<file path="src/rtl/ahb_slave_mux_n_if.sv">
// rtl/ahb_slave_mux_n_if.sv - bus bundle between the AHB master, ahb_slave_mux_n and its slaves
interface ahb_slave_mux_n_if #(
   parameter int NSLV   = 5,
   parameter int ADDR_W = 32,
   parameter int DATA_W = 32,
   parameter int SEL_W  = 4
);
   logic [ADDR_W-1:0]      i_haddr;
   logic [1:0]             i_htrans;
   logic [NSLV-1:0]        o_sel;
   logic [NSLV*DATA_W-1:0] i_hrdata_flat;
   logic [NSLV-1:0]        i_hready_vec;
   logic [NSLV-1:0]        i_hresp_vec;
   logic [DATA_W-1:0]      o_hrdata;
   logic                   o_hready;
   logic                   o_hresp;
   logic [SEL_W-1:0]       o_dp_idx;
   logic                   o_timeout;

   modport slave (
      input  i_haddr, i_htrans, i_hrdata_flat, i_hready_vec, i_hresp_vec,
      output o_sel, o_hrdata, o_hready, o_hresp, o_dp_idx, o_timeout
   );

   modport master (
      output i_haddr, i_htrans, i_hrdata_flat, i_hready_vec, i_hresp_vec,
      input  o_sel, o_hrdata, o_hready, o_hresp, o_dp_idx, o_timeout
   );
endinterface

</file>
<file path="src/rtl/ahb_slave_mux_n.sv">
// rtl/ahb_slave_mux_n.sv - AHB-Lite decoder and response mux with default error slave
// Hung-slave watchdog is built only when AHB_MUX_TIMEOUT_EN is defined.
module ahb_slave_mux_n #(
   parameter int NSLV    = 5,
   parameter int ADDR_W  = 32,
   parameter int DATA_W  = 32,
   parameter int SEL_LSB = 28,
   parameter int SEL_W   = 4,
   parameter int TIMEOUT = 255
) (
   input logic              i_hclk,
   input logic              i_hreset,
   ahb_slave_mux_n_if.slave bus
);
   typedef enum logic [1:0] {
      DEF_IDLE = 2'd0,
      DEF_ERR1 = 2'd1,
      DEF_ERR2 = 2'd2
   } def_state_e;

   def_state_e        state_q, state_d;
   logic              dp_valid_q, dp_valid_d;
   logic              dp_def_q, dp_def_d;
   logic [SEL_W-1:0]  dp_idx_q, dp_idx_d;

   logic [SEL_W-1:0]  a_idx;
   logic              a_active;
   logic              a_def;
   logic [NSLV-1:0]   sel;
   logic [DATA_W-1:0] slv_hrdata, hrdata;
   logic              slv_hready, slv_hresp;
   logic              hready, hresp;
   logic              fire;
   logic              timeout;

   assign a_idx    = bus.i_haddr[SEL_LSB +: SEL_W];
   assign a_active = bus.i_htrans[1];
   assign a_def    = a_active && (int'(a_idx) >= NSLV);

   always_comb begin
      sel = '0;
      for (int k = 0; k < NSLV; k++) begin
         sel[k] = !i_hreset && a_active && (int'(a_idx) == k);
      end
   end

   always_comb begin
      slv_hrdata = '0;
      slv_hready = 1'b1;
      slv_hresp  = 1'b0;
      for (int k = 0; k < NSLV; k++) begin
         if (int'(dp_idx_q) == k) begin
            slv_hrdata = bus.i_hrdata_flat[k*DATA_W +: DATA_W];
            slv_hready = bus.i_hready_vec[k];
            slv_hresp  = bus.i_hresp_vec[k];
         end
      end
   end

`ifdef AHB_MUX_TIMEOUT_EN
   logic [15:0] cnt_q, cnt_d;
   logic        timeout_q, timeout_d;
   logic        wait_slv;

   // Only a real-slave phase that is still being passed through can time out.
   always_comb begin
      wait_slv  = (state_q == DEF_IDLE) && dp_valid_q && !dp_def_q && !slv_hready;
      fire      = wait_slv && (cnt_q == 16'(TIMEOUT - 1));
      cnt_d     = wait_slv ? cnt_q + 16'd1 : 16'd0;
      timeout_d = fire;
   end

   always_ff @(posedge i_hclk) begin
      if (i_hreset) begin
         cnt_q     <= 16'd0;
         timeout_q <= 1'b0;
      end else begin
         cnt_q     <= cnt_d;
         timeout_q <= timeout_d;
      end
   end

   assign timeout = timeout_q;
`else
   assign fire    = 1'b0;
   assign timeout = 1'b0;
`endif

   always_ff @(posedge i_hclk) begin
      if (i_hreset) begin
         state_q <= DEF_IDLE;
      end else begin
         state_q <= state_d;
      end
   end

   always_comb begin
      state_d = state_q;
      case (state_q)
         DEF_IDLE: if (fire || (hready && a_def)) state_d = DEF_ERR1;
         DEF_ERR1: state_d = DEF_ERR2;
         DEF_ERR2: state_d = a_def ? DEF_ERR1 : DEF_IDLE;
         default:  state_d = DEF_IDLE;
      endcase
   end

   // Error states override the slave mux, which also drops a timed-out slave.
   always_comb begin
      hready = 1'b1;
      hresp  = 1'b0;
      hrdata = '0;
      case (state_q)
         DEF_ERR1: begin
            hready = 1'b0;
            hresp  = 1'b1;
         end
         DEF_ERR2: hresp = 1'b1;
         default: begin
            if (dp_valid_q && !dp_def_q) begin
               hready = slv_hready;
               hresp  = slv_hresp;
               hrdata = slv_hrdata;
            end
         end
      endcase
   end

   always_comb begin
      dp_valid_d = hready ? a_active : dp_valid_q;
      dp_def_d   = hready ? a_def    : dp_def_q;
      dp_idx_d   = hready ? a_idx    : dp_idx_q;
   end

   always_ff @(posedge i_hclk) begin
      if (i_hreset) begin
         dp_valid_q <= 1'b0;
         dp_def_q   <= 1'b0;
         dp_idx_q   <= '0;
      end else begin
         dp_valid_q <= dp_valid_d;
         dp_def_q   <= dp_def_d;
         dp_idx_q   <= dp_idx_d;
      end
   end

   assign bus.o_sel     = sel;
   assign bus.o_hrdata  = hrdata;
   assign bus.o_hready  = hready;
   assign bus.o_hresp   = hresp;
   assign bus.o_dp_idx  = dp_idx_q;
   assign bus.o_timeout = timeout;
endmodule
</file>
<file path="src/flat_wrapper.sv">
// flat-port wrapper written by rule: the top's interface ports become plain ports
module ahb_slave_mux_n_flat 
#(
   parameter int NSLV    = 5,
   parameter int ADDR_W  = 32,
   parameter int DATA_W  = 32,
   parameter int SEL_LSB = 28,
   parameter int SEL_W   = 4,
   parameter int TIMEOUT = 255
)
  (i_hclk, i_hreset, bus_i_haddr, bus_i_htrans, bus_i_hrdata_flat, bus_i_hready_vec, bus_i_hresp_vec, bus_o_sel, bus_o_hrdata, bus_o_hready, bus_o_hresp, bus_o_dp_idx, bus_o_timeout);
  ahb_slave_mux_n_if #(.NSLV(NSLV), .ADDR_W(ADDR_W), .DATA_W(DATA_W), .SEL_W(SEL_W)) bus_i ();
  input logic i_hclk;
  input logic i_hreset;
  input wire logic [$bits(bus_i.i_haddr)-1:0] bus_i_haddr;
  input wire logic [$bits(bus_i.i_htrans)-1:0] bus_i_htrans;
  input wire logic [$bits(bus_i.i_hrdata_flat)-1:0] bus_i_hrdata_flat;
  input wire logic [$bits(bus_i.i_hready_vec)-1:0] bus_i_hready_vec;
  input wire logic [$bits(bus_i.i_hresp_vec)-1:0] bus_i_hresp_vec;
  output wire logic [$bits(bus_i.o_sel)-1:0] bus_o_sel;
  output wire logic [$bits(bus_i.o_hrdata)-1:0] bus_o_hrdata;
  output wire logic [$bits(bus_i.o_hready)-1:0] bus_o_hready;
  output wire logic [$bits(bus_i.o_hresp)-1:0] bus_o_hresp;
  output wire logic [$bits(bus_i.o_dp_idx)-1:0] bus_o_dp_idx;
  output wire logic [$bits(bus_i.o_timeout)-1:0] bus_o_timeout;
  assign bus_i.i_haddr = bus_i_haddr;
  assign bus_i.i_htrans = bus_i_htrans;
  assign bus_i.i_hrdata_flat = bus_i_hrdata_flat;
  assign bus_i.i_hready_vec = bus_i_hready_vec;
  assign bus_i.i_hresp_vec = bus_i_hresp_vec;
  assign bus_o_sel = bus_i.o_sel;
  assign bus_o_hrdata = bus_i.o_hrdata;
  assign bus_o_hready = bus_i.o_hready;
  assign bus_o_hresp = bus_i.o_hresp;
  assign bus_o_dp_idx = bus_i.o_dp_idx;
  assign bus_o_timeout = bus_i.o_timeout;
  ahb_slave_mux_n #(.NSLV(NSLV), .ADDR_W(ADDR_W), .DATA_W(DATA_W), .SEL_LSB(SEL_LSB), .SEL_W(SEL_W), .TIMEOUT(TIMEOUT)) u_core (.i_hclk(i_hclk), .i_hreset(i_hreset), .bus(bus_i));
endmodule
</file>
<file path="config.mk">
export PLATFORM = sky130hd
export DESIGN_NAME = ahb_slave_mux_n_flat
export DESIGN_NICKNAME = d
export VERILOG_FILES = /design/src/rtl/ahb_slave_mux_n_if.sv /design/src/rtl/ahb_slave_mux_n.sv /design/src/flat_wrapper.sv
export SDC_FILE = /design/constraint.sdc
export NUM_CORES = 1
export LEC_CHECK = 0
export CAP_MARGIN = 40
export CORE_AREA = 2 2 96 98
export DETAILED_ROUTE_END_ITERATION = 12
export DIE_AREA = 0 0 98 100
export PLACE_DENSITY = 0.71
export SLEW_MARGIN = 10
export SYNTH_ARGS = -nofsm -noshare
export SYNTH_HDL_FRONTEND = slang
export SYNTH_SLANG_ARGS = --single-unit
</file>
<file path="constraint.sdc">
create_clock -name i_hclk -period 2 [get_ports i_hclk]
set_input_delay 0.3 -clock i_hclk [delete_from_list [all_inputs] [get_ports i_hclk]]
set_output_delay 0.3 -clock i_hclk [all_outputs]
set_load 0.05 [all_outputs]
</file>
==> qor.yml <==
outcome: "complete, but fails checks"
violations: "setup timing"
r2r_start: "u_core.bus.o_dp_idx[1]"
netlist-cell-type-count: 39
detail_route.vias_per_cell: 5.09
share_comb_of_total_power: 0.903
dieWidth_um: 98
cts_buffer_depth: 2
fmax_mhz: 458
antennaDiodeCount: 0
synth_compound_area_frac: 0.331
avgSynthCellArea_sq_um: 6.93
final.setup_skew_ps: 4.63
slowest_delay_ps: 440
seq_power_share: 0.060
ys.flop_type: "dfxtp_1"
relSlewSlack: 0.653
cp-startpoint: "u_core.bus.o_dp_idx[1]"
start_util: 0.211
setup_viol: 36
hold_class: "flop to flop"
arrival_ps: 1880
rows: 35
dpl_cell_area_sq_mm: 0.00517
wire_per_inst_um: 17.6
ys_seq_area_frac: 0.0853
irDropWorstVdd_uv: 893
drtIter0Drc: 168
wirelength_um: 11100
finalHoldWorstSlack_ps: 523
switching_share: 0.490
grt_pass1_wl_um: 16700
worstMarginPinSlew_ps: 521
first_pass_iters: 5
grt_antenna_before_repair: 0
path_clk_slew_ps: 40
gp_congestion: 0.884
period_minus_slack_ps: 2180
crit_fanout: 9
grt_usage: 0.207
syn_nets: 481
die_area_sq_mm: 0.00980
critPathRequiredTime_ps: 1700
syn_inst: 271
post-route-period-util: 1.09
cp_slowest_cell: "dfxtp_4"
fin_setup_tns_ps: -3490
remaining_drc_errors: 0
syn-cell-area_sq_mm: 0.00188
preCtsSetupSlack_ps: -148
pwr-share-clk: 0.037
synth-simple-area-share: 0.268
cts.sinks: 8
clk_latency_ps: 240
grt_max_degree: 19
synth_top_family_by_area: "compound AO/OA/AOI/OAI gates"
path_cells: "buf_12 > buf_4 > mux2i_1 > o21ai_1 > a222oi_1 > buf_4 > nor2_4 > buf_12"
grt-ovfl-total: 0
final_hold_viol_count: 0
pwr_density_cell_mw_per_mm2: 1050
synth.area.top_cells: "mux2i_1 (20%), a222oi_1 (17%), dfxtp_1 (8.5%)"
finalInstanceArea_sq_mm: 0.00542
cts_tree: "done"
cp-start-kind: "flop"
internal_power_w: 0.00290
synth_top_area_frac: 0.203
crit_type: "flop to output port"
drive_above_1_share: 0.294
grt_pass1_vias: 3282
core-area_sq_mm: 0.00889
min_from: "u_core.dp_valid_q"
synth-adder-area-share: 0.0266
rsz0062_at_grt: "yes"
vias: 3211
end_kind: "output port"
p_leak_nw: 2.01
max-cap-violations: 0
synth_edf_count: 0
yosysWarnings: 0
syn2layout_area_growth_pct: 189
port_buffers: 219
io_pins: 250
post-route-util: 0.610
slew_viol_final: 0
final_nets: 731
power_switching_w: 0.00279
synth_xor_area_frac: 0
htreeDepth: 1
async_flop_share: 0
numCtsBuffers: 3
muxShareOfSynthArea: 0.211
antenna_left: 0
setup_slack_ps: -182
fillCellCount: 737
place.detailed.hpwl_um: 8630
die_h_um: 100
synth_top_cell_by_area: "mux2i_1"
cts_root_buf: "clkbuf_8"
ys_seq_elements: 8
-- power by group through the flow --
stage,logic (W),registers [W],clock network [W]
CTS,0.00505,0.000332,0.000216
floorplan,0.00260,0.000386,0
global route,0.00541,0.000350,0.000233
detailed placement,0.00483,0.000329,0
finish,0.00513,0.000340,0.000212
global placement,0.00475,0.000325,0
-- cell type report --
class	instances	area, sq um	share of cell area
flip-flops and latches	8	174	0.0321
inverters	5	18.8	0.00346
well taps	111	139	0.0256
clock buffers	4	45.0	0.00831
multi-input cells	229	1880	0.346
repair buffers	274	3170	0.584
-- timing repair --
item / 4_1_cts / 5_1_grt
gates cloned: 1 / 1
setup endpoints to repair: 35 / 38
buffers inserted: 7 / 3
resized for setup: 19 / 15
hold buffers: 0 / 0
pin swaps: 18 / 7
-- state kept, by name, indices dropped and copies added, names as in the netlist --
register	count
u_core.dp_valid_q	1
u_core.bus.o_dp_idx	4
u_core.state_q	2
u_core.dp_def_q	1
-- critical path, delay by kind of cell, from the launching register on --
family	cells	cell delay (ps)
muxes	1	190
AOI/OAI and AO/OA	2	350
and+or+nand+nor	1	30
DFF	1	440
buffers and inverters	4	610
-- cell usage in the layout, fill, tap and decap left out, drive strengths merged, types with 2 or more instances in the layout --
cell / netlist / layout
clkbuf: 19 / 5
nor2: 39 / 39
o21ai: 37 / 37
nand3b: 2 / 2
nand2: 35 / 35
clkdlybuf4s50: 0 / 178
inv: 5 / 5
nand2b: 14 / 14
nor3b: 2 / 2
o21a: 2 / 2
nor2b: 3 / 3
a222oi: 32 / 32
ha: 4 / 4
mux2i: 38 / 38
buf: 10 / 95
a211oi: 2 / 2
dfxtp: 8 / 8
-- kinds of logic (layout without fill, tap and decap cells) --
kind of cell / count (synthesis) / after routing
and+or+nand+nor: 105 / 105
AOI/OAI and AO/OA: 80 / 80
muxes: 39 / 39
buffers and inverters: 34 / 283
DFF: 8 / 8
adders and majority gates: 4 / 4
other: 1 / 1
-- metrics by stage --
| step | cells | total power (W) |
|---|---|---|
| 6_report | 631 | 0.00568 |
| 5_1_grt | 631 | 0.00599 |
| 4_1_cts | 627 | 0.00560 |
| 3_5_place_dp | 615 | 0.00515 |
| 3_3_place_gp | 615 | 0.00508 |
| 2_1_floorplan | 271 | 0.00299 |
-- worst paths after layout --
path	endpoint	cells past startpoint	slack [ps]
max	bus_o_hrdata[25]	8	-180
min reg2reg	u_core.dp_valid_q	2	520
max reg2reg	u_core.state_q[0]	7	-90
min	u_core.dp_valid_q	2	520
-- cells in the mapped netlist (3+ instances only) --
cell	instances
a222oi_1	32
nor2_1	37
o21ai_1	9
clkbuf_1	19
nand2_1	35
dfxtp_1	8
mux2i_1	38
o21ai_0	28
nand2b_1	14
ha_1	4
buf_2	9
inv_1	5
nor2b_1	3
-- routing by layer --
metal,track usage,vias to the layer above,wire length (um)
met1,0.240,1502,4200
met5,0,-,0
met2,0.389,156,5870
met3,0.0355,19,806
li1,-,1534,-
met4,0.0598,0,218
Note: power is estimated with default switching activity, not from simulation.
